$ cat config.mk
export PLATFORM = sky130hd
export DESIGN_NAME = serial_add_ctrl
export DESIGN_NICKNAME = d
export VERILOG_FILES = /design/src/rtl/serial_add_ctrl.sv
export SDC_FILE = /design/constraint.sdc
export NUM_CORES = 1
export LEC_CHECK = 0
export CORE_MARGIN = 2
export CORE_UTILIZATION = 30
export DETAILED_ROUTE_END_ITERATION = 7
export PLACE_DENSITY_LB_ADDON = 0.1
export SLEW_MARGIN = 20
export SYNTH_ARGS = -nofsm -noshare
export SYNTH_HDL_FRONTEND = slang
export SYNTH_SLANG_ARGS = --single-unit
$ cat constraint.sdc
create_clock -name clk -period 1.5 [get_ports clk]
set_input_delay 0.3 -clock clk [delete_from_list [all_inputs] [get_ports clk]]
set_output_delay 0.3 -clock clk [all_outputs]
set_load 0.02 [all_outputs]
$ cat src/rtl/serial_add_ctrl.sv
// serial_add_ctrl: bit-serial sequencer driving an external 1-bit full adder,
// LSB first, with a registered ripple carry and valid/ready on both sides.
//
// Ports:
//   clk, rst_n               clock (rising edge), async active-low reset
//   in_valid/in_ready        operand handshake; in_a, in_b, in_cin operands
//   fa_a/fa_b/fa_cin         to the full adder cell (zero outside RUN)
//   fa_sum/fa_cout           from the full adder cell (combinational)
//   out_valid/out_ready      result handshake; out_sum, out_cout result
//   busy                     high while an operation is in RUN or DONE
//   out_ovf                  signed overflow, only with SERIAL_ADD_OVF_EN
//
// Optional feature macro: SERIAL_ADD_OVF_EN
module serial_add_ctrl #(
    parameter int WIDTH = 8
) (
    input  logic             clk,
    input  logic             rst_n,
    input  logic             in_valid,
    output logic             in_ready,
    input  logic [WIDTH-1:0] in_a,
    input  logic [WIDTH-1:0] in_b,
    input  logic             in_cin,
    output logic             fa_a,
    output logic             fa_b,
    output logic             fa_cin,
    input  logic             fa_sum,
    input  logic             fa_cout,
    output logic             out_valid,
    input  logic             out_ready,
    output logic [WIDTH-1:0] out_sum,
    output logic             out_cout,
    output logic             busy
`ifdef SERIAL_ADD_OVF_EN
    ,
    output logic             out_ovf
`endif
);

    localparam int CNT_W = $clog2(WIDTH + 1);
    localparam logic [CNT_W-1:0] LAST = CNT_W'(WIDTH - 1);
    localparam logic [CNT_W-1:0] ONE  = CNT_W'(1);

    typedef enum logic [1:0] {
        S_IDLE,
        S_RUN,
        S_DONE
    } state_t;

    state_t           r_state;
    state_t           w_next;
    logic [WIDTH-1:0] r_a;
    logic [WIDTH-1:0] r_b;
    logic [WIDTH-1:0] r_sum;
    logic             r_carry;
    logic [CNT_W-1:0] r_idx;

    logic             w_accept;
    logic             w_run;
    logic             w_last;
    logic [WIDTH-1:0] w_a_sh;
    logic [WIDTH-1:0] w_b_sh;
    logic [WIDTH-1:0] w_bit;

    always_ff @(posedge clk or negedge rst_n) begin
        if (!rst_n) r_state <= S_IDLE;
        else        r_state <= w_next;
    end

    always_comb begin
        w_next    = r_state;
        in_ready  = 1'b0;
        out_valid = 1'b0;
        busy      = 1'b0;
        w_accept  = 1'b0;
        w_run     = 1'b0;
        w_last    = 1'b0;
        unique case (r_state)
            S_IDLE: begin
                in_ready = 1'b1;
                if (in_valid) begin
                    w_accept = 1'b1;
                    w_next   = S_RUN;
                end
            end
            S_RUN: begin
                busy  = 1'b1;
                w_run = 1'b1;
                if (r_idx == LAST) begin
                    w_last = 1'b1;
                    w_next = S_DONE;
                end
            end
            S_DONE: begin
                busy      = 1'b1;
                out_valid = 1'b1;
                if (out_ready) w_next = S_IDLE;
            end
            default: w_next = S_IDLE;
        endcase
    end

    // Shifts instead of variable bit-selects keep the index width free
    // of the operand width.
    assign w_a_sh = r_a >> r_idx;
    assign w_b_sh = r_b >> r_idx;
    assign w_bit  = {{(WIDTH-1){1'b0}}, fa_sum} << r_idx;

    assign fa_a   = w_run & w_a_sh[0];
    assign fa_b   = w_run & w_b_sh[0];
    assign fa_cin = w_run & r_carry;

    always_ff @(posedge clk or negedge rst_n) begin
        if (!rst_n) begin
            r_a     <= '0;
            r_b     <= '0;
            r_sum   <= '0;
            r_carry <= 1'b0;
            r_idx   <= '0;
        end else if (w_accept) begin
            r_a     <= in_a;
            r_b     <= in_b;
            r_sum   <= '0;
            r_carry <= in_cin;
            r_idx   <= '0;
        end else if (w_run) begin
            // sum was cleared on accept, so OR-ing in each bit is enough
            r_sum   <= r_sum | w_bit;
            r_carry <= fa_cout;
            r_idx   <= r_idx + ONE;
        end
    end

    assign out_sum  = r_sum;
    assign out_cout = r_carry;

`ifdef SERIAL_ADD_OVF_EN
    logic r_ovf;

    // carry into the MSB is r_carry on the last step; XOR with carry-out
    always_ff @(posedge clk or negedge rst_n) begin
        if (!rst_n)                r_ovf <= 1'b0;
        else if (w_accept)         r_ovf <= 1'b0;
        else if (w_run && w_last)  r_ovf <= r_carry ^ fa_cout;
    end

    assign out_ovf = r_ovf;
`endif

endmodule

==> impl_metrics.csv, run 1 <==
group,metric,value,unit
yosys,synth_top_area_cell,"dfrtp_1",
worst_setup_path,cp_max_fo,5,
route,drt-pass1-iter-count,4,
timing,hold_ws,0.384,ns
clock_tree,cts_tree,"yes",
finish,area_delta_synth_final,57.9,%
floorplan,pin_count,38,
worst_setup_path,critical_path.top_delay_family,"multiplexers",
global_routing,grt_max_degree,32,
timing,postLayoutSetupSlackWorst,-0.442,ns
yosys,synth_top_family_by_area,"simple AND/OR/NAND/NOR gates",
timing,finalSetupViolations,6,
placement,placement.cell_area,2060,um^2
power_and_ir_drop,p_leak,1.14,nW
run_status,status,"finished with violations",
timing,max_freq,515,MHz
worst_setup_path,worstSetupPathType,"reg2out",
yosys,ys.flop_type,"dfrtp_1",
finish,fin_util,48.9,%
yosys,synth_simple_gate_area_share,23.2,%
yosys,ys_types,29,
yosys,netlist_area,1450,um^2
finish,fin_area,2290,um^2
clock_tree,root_buffer,"clkbuf_8",
worst_setup_path,cp_slowest_cell,"mux4_2",
timing,drv_slew,0,
yosys,ys_warn_count,0,
floorplan,die_x,73.6,um
placement,hpwl,2.37,mm
clock_tree,clk_latency,0.28,ns
yosys,async_reset_ff_share,100,%
yosys,synthTopCellsByArea,"dfrtp_1 53%, nand2_1 13%, mux4_2 4.7%",
timing,finalCriticalPeriod,1.94,ns
global_routing,overflow,0,
placement,numPortBuffers,37,
finish,n_antenna_cell,0,
worst_setup_path,cp.required,1.20,ns
timing,rsz0062_at_grt,"true",
finish,layout-drive-gt1-share,30.8,%
floorplan,dieArea,5410,um^2
route,initialDrtViolationCount,86,
clock_tree,cts_buffers,5,
worst_setup_path,worst_setup_path_start_kind,"flip-flop",
yosys,synth.avg_cell_area,10.0,um^2
route,wl,3.53,mm
route,route.detailed.drc,0,
yosys,synth_seq_area_share,53.4,%
yosys,yosys.cell_count.top_type,"nand2_1",
finish,stdcell_count,262,
worst_setup_path,cp_cell_sequence,"mux4_2, a22o_4, buf_6",
yosys,synth_adder_area_share,4.31,%
timing,period_share,129,%
clock_tree,clk_path_buf_depth,2,
timing,tightest_slew,0.238,ns
global_routing,first_global_vias,1249,
timing,slew_headroom,84.1,%
yosys,synth_top_area_share,53.4,%
timing,hold_viol,0,
finish,seqCellArea,778,um^2
clock_tree,path_clk_slew,0.07,ns
yosys,ys_ff_latch,31,
worst_setup_path,r2r_start,"r_idx[0]",
worst_setup_path,end_kind,"output port",
finish,multiInputGateArea,708,um^2
yosys,synth_edf_count,0,
floorplan,fp-row-count,25,
placement,place_congestion,0.722,
yosys,synth_nets,173,
worst_setup_path,cpPeakStageDelay,0.54,ns
route,routed_via_density,4.64,
clock_tree,ctsHoldBuffers,0,
finish,fillers,447,
timing,fin_worst_skew,0.00824,ns
clock_tree,clock-sinks,31,
flow_run,cap_violations,0,
placement,place_inst,247,
floorplan,die_y,73.6,um
min_path,hp-class,"in2async",
power_and_ir_drop,cellPowerDensity,1920,nW/um^2
global_routing,grt_usage,14.2,%
yosys,synthMuxAreaShare,8.61,%
worst_setup_path,worst-path-buf-inv,1,
worst_setup_path,critical_path.startpoint,"r_idx[0]",
power_and_ir_drop,peakVddDrop,0.922,mV
yosys,synth-compound-area-share,5.51,%
clock_tree,cts.htree.levels,2,
run_status,violations,"negative setup slack",
route,route.vias.total,1216,
route,final_antenna_net_count,0,
floorplan,initial_core_util,31.0,%
yosys,synthXorXnorAreaFrac,1.81,%
route,detail_route.wl_per_cell,13.5,um
floorplan,coreArea,4690,um^2
yosys,syn_inst,145,
placement,pre_cts_ws,-0.611,ns
finish,nets,236,
yosys,ys_top_cells_by_count,"51 x nand2_1, 31 x dfrtp_1, 12 x nor2_1, 8 x a21oi_1, 6 x clkbuf_1",
worst_setup_path,crit_arrival,1.64,ns
global_routing,grt_pass1_wl,5.68,mm
global_routing,antenna_found_initial,0,
[path summary, 6_finish.rpt]
check	to	slack, ns	cells past startpoint
max in group asynchronous	r_idx[0]	0.93	2
hold / removal	r_idx[1]	0.38	2
min in group clk	r_a[2]	0.48	2
setup / recovery	fa_a	-0.44	3
setup reg to reg	r_state[0]	-0.29	7
hold reg to reg	r_a[2]	0.48	2
[worst reg2reg max path, stage by stage (launching register included)]
cell      delay, ns
dfrtp_2        0.44
buf_4          0.14
buf_6          0.08
buf_6          0.11
ha_2           0.18
nand3b_1       0.14
a211oi_2       0.28
mux2_4         0.32
[placed cells by master (no fill, tap or decap), types with 2 or more instances in the layout]
master           count
a21oi_1              8
and2_4               2
and3b_2              2
buf_12               3
buf_4               18
buf_6               10
clkbuf_8             6
clkdlybuf4s50_1     22
dfrtp_1             29
dfrtp_2              2
dlygate4sd2_1        9
ha_4                 3
mux2i_1              2
mux4_2               4
nand2_1             51
nor2_1              12
xor2_1               2
[cell families (layout without fill, tap and decap cells)]
kind of cell	after synthesis	count (layout)
fa+ha+maj	5	5
simple gates	76	76
mux	7	7
flops	31	31
xor+xnor	3	3
buf+inv	10	73
compound gates	13	13
[state kept, by name, indices dropped and copies added, names as in the netlist]
signal,cells
r_a,8
out_cout,1
r_state,2
r_b,8
out_sum,8
r_idx,4
[per-layer routing]
layer | vias up | track usage, % | routed length, um
li1 | 598 | - | -
met1 | 592 | 17.8 | 1580
met2 | 22 | 23.6 | 1770
met3 | 4 | 3.70 | 136
met4 | 0 | 4.85 | 38
met5 | - | 0 | 0
[final cells by class]
class,instances,share of cell area (%)
Sequential cell,31,33.9
Multi-Input combinational cell,104,30.9
Timing Repair Buffer,64,27.9
Clock buffer,6,3.60
Tap cell,54,2.95
Inverter,2,0.546
Clock inverter,1,0.218
[metrics by stage]
step / TNS (ns) / power (W)
5_1_grt: -1.68 / 0.00471
2_1_floorplan: -0.184 / 0.00260
3_5_place_dp: -3.13 / 0.00342
4_1_cts: -1.29 / 0.00439
3_3_place_gp: -2.80 / 0.00338
6_report: -1.27 / 0.00440
[where the power goes]
part | internal [W] | switching (W)
registers | 0.00117 | 0.000241
clock network | 0.000360 | 0.000303
logic | 0.00128 | 0.00104
[repair_timing]
item,CTS,global route
gates cloned,1,0
resized for setup,62,4
pin swaps,6,5
setup buffers,5,3
endpoints found under the setup margin,44,36
Power figures use the tool's default switching activity.
==> inputs of run 2 (changes only) <==
TNS_END_PERCENT = 1   (was not set)
==> impl_metrics.csv, run 2 (same netlist as run 1, synthesis figures left out) <==
group,metric,value,unit
power_and_ir_drop,p_leak,1.10,nW
timing,fin_worst_skew,0.00571,ns
clock_tree,clk_latency,0.28,ns
floorplan,die_x,73.6,um
route,drt-pass1-iter-count,4,
clock_tree,clock-sinks,31,
power_and_ir_drop,p_int,0.00267,W
timing,finalCriticalPeriod,1.97,ns
clock_tree,cts.htree.levels,2,
timing,tightest_slew,0.263,ns
worst_setup_path,cpPeakStageDelay,0.49,ns
run_status,violations,"negative setup slack",
finish,nets,231,
timing,slew_headroom,82.5,%
timing,hold_viol,0,
run_status,status,"finished with violations",
route,wl,3.33,mm
global_routing,overflow,0,
power_and_ir_drop,peakVddDrop,0.806,mV
finish,fillers,453,
finish,layout-drive-gt1-share,26.5,%
floorplan,fp-row-count,25,
worst_setup_path,end_kind,"output port",
worst_setup_path,cp_cell_sequence,"buf_6, mux4_2, a22o_4, buf_6",
finish,fin_util,46.9,%
finish,final_common_cell,"nand2_1",
power_and_ir_drop,power_switching,0.00148,W
worst_setup_path,worstSetupPathType,"reg2out",
power_and_ir_drop,power_frac_comb,48.7,%
floorplan,pin_count,38,
global_routing,grt_pass1_wl,5.74,mm
route,routed_via_density,4.62,
power_and_ir_drop,cellPowerDensity,1880,nW/um^2
route,detail_route.wl_per_cell,12.9,um
timing,period_share,132,%
worst_setup_path,cp_slowest_cell,"mux4_2",
clock_tree,path_clk_slew,0.07,ns
power_and_ir_drop,p_sw_share,35.7,%
timing,rsz0062_at_grt,"true",
power_and_ir_drop,clkPwrFrac,17.2,%
global_routing,first_global_vias,1229,
route,initialDrtViolationCount,55,
finish,area_delta_synth_final,51.5,%
finish,layout_common_cells,"51 x nand2_1, 30 x dfrtp_1, 22 x clkdlybuf4s50_1",
worst_setup_path,cp_max_fo,5,
floorplan,dieArea,5410,um^2
finish,n_antenna_cell,0,
worst_setup_path,crit_path_frequent_cell,"buf_6",
worst_setup_path,crit_arrival,1.67,ns
min_path,hp-class,"in2async",
floorplan,coreArea,4690,um^2
worst_setup_path,cp.required,1.20,ns
placement,pre_cts_ws,-0.609,ns
route,final_antenna_net_count,0,
global_routing,grt_usage,14.1,%
worst_setup_path,worst_setup_path_start_kind,"flip-flop",
power_and_ir_drop,p_seq_share,34.1,%
route,route.detailed.drc,0,
worst_setup_path,worst-path-buf-inv,2,
placement,place_congestion,0.753,
floorplan,die_y,73.6,um
global_routing,antenna_found_initial,0,
timing,max_freq,507,MHz
route,route.vias.total,1192,
timing,drv_slew,0,
global_routing,grt_max_degree,32,
timing,finalSetupViolations,7,
placement,numPortBuffers,37,
placement,hpwl,2.48,mm
clock_tree,cts_tree,"yes",
worst_setup_path,critical_path.top_delay_family,"multiplexers",
timing,postLayoutSetupSlackWorst,-0.474,ns
clock_tree,root_buffer,"clkbuf_8",
flow_run,cap_violations,0,
clock_tree,clk_path_buf_depth,2,
floorplan,initial_core_util,31.0,%
clock_tree,cts_buffers,5,
[run 2: cell types whose count changed in the layout (fill, tap and decap cells not counted), sizes merged]
cell,delta
clkinv,-1
dlygate4sd2,+1
buf,-6
clkbuf,+2
[run 2: area by class of cell]
type	instances	area [um^2]	share of cell area [%]
clock buffers	8	100	4.55
inverters	2	7.51	0.341
multi-input cells	104	684	31.1
flip-flops and latches	31	777	35.3
well taps	54	67.6	3.07
repair buffers	59	564	25.6
[run 2: timing repair]
item	CTS	global route
pin swaps	0	1
gates resized for setup	42	9
buffers inserted	1	0
hold buffers	0	0
setup endpoints to repair	45	31
[run 2: final timing paths]
kind                       cells after the start          to  slack [ns]  startpoint
max                                            4        fa_a       -0.47    r_idx[0]
min                                            2  r_state[0]        0.38       rst_n
max reg2reg                                    5  r_state[0]       -0.14    r_idx[0]
min reg2reg                                    2      r_a[1]        0.47      r_a[1]
max in group asynchronous                      2    r_idx[0]        0.94       rst_n
min in group clk                               2      r_a[1]        0.47      r_a[1]
[run 2: through the flow]
step | instance area (um^2) | instances | hold WS [ns] | setup TNS, ns | power [W]
finish | 2200 | 258 | 0.382 | -1.36 | 0.00415
global route | 2200 | 258 | 0.397 | -1.90 | 0.00449
CTS | 2160 | 258 | 0.380 | -1.61 | 0.00414
detailed placement | 2060 | 249 | 0.466 | -3.84 | 0.00342
global placement | 2060 | 249 | 0.462 | -3.36 | 0.00338
floorplan | 1490 | 145 | 0.00441 | -0.184 | 0.00260
[run 2: layer usage]
layer	GRT usage, %	routed length [um]	vias up
met4	4.85	44	0
met5	0	0	-
met1	18.1	1430	571
met3	4.80	149	6
met2	22.3	1700	23
li1	-	-	592
[run 2: power by group through the flow]
| stage | registers (W) | logic (W) | clock network, W |
|---|---|---|---|
| 4_1_cts | 0.00142 | 0.00197 | 0.000754 |
| 5_1_grt | 0.00146 | 0.00225 | 0.000775 |
| 6_report | 0.00141 | 0.00202 | 0.000713 |
| 3_3_place_gp | 0.00142 | 0.00196 | 0 |
| 2_1_floorplan | 0.00142 | 0.00118 | 0 |
| 3_5_place_dp | 0.00144 | 0.00199 | 0 |
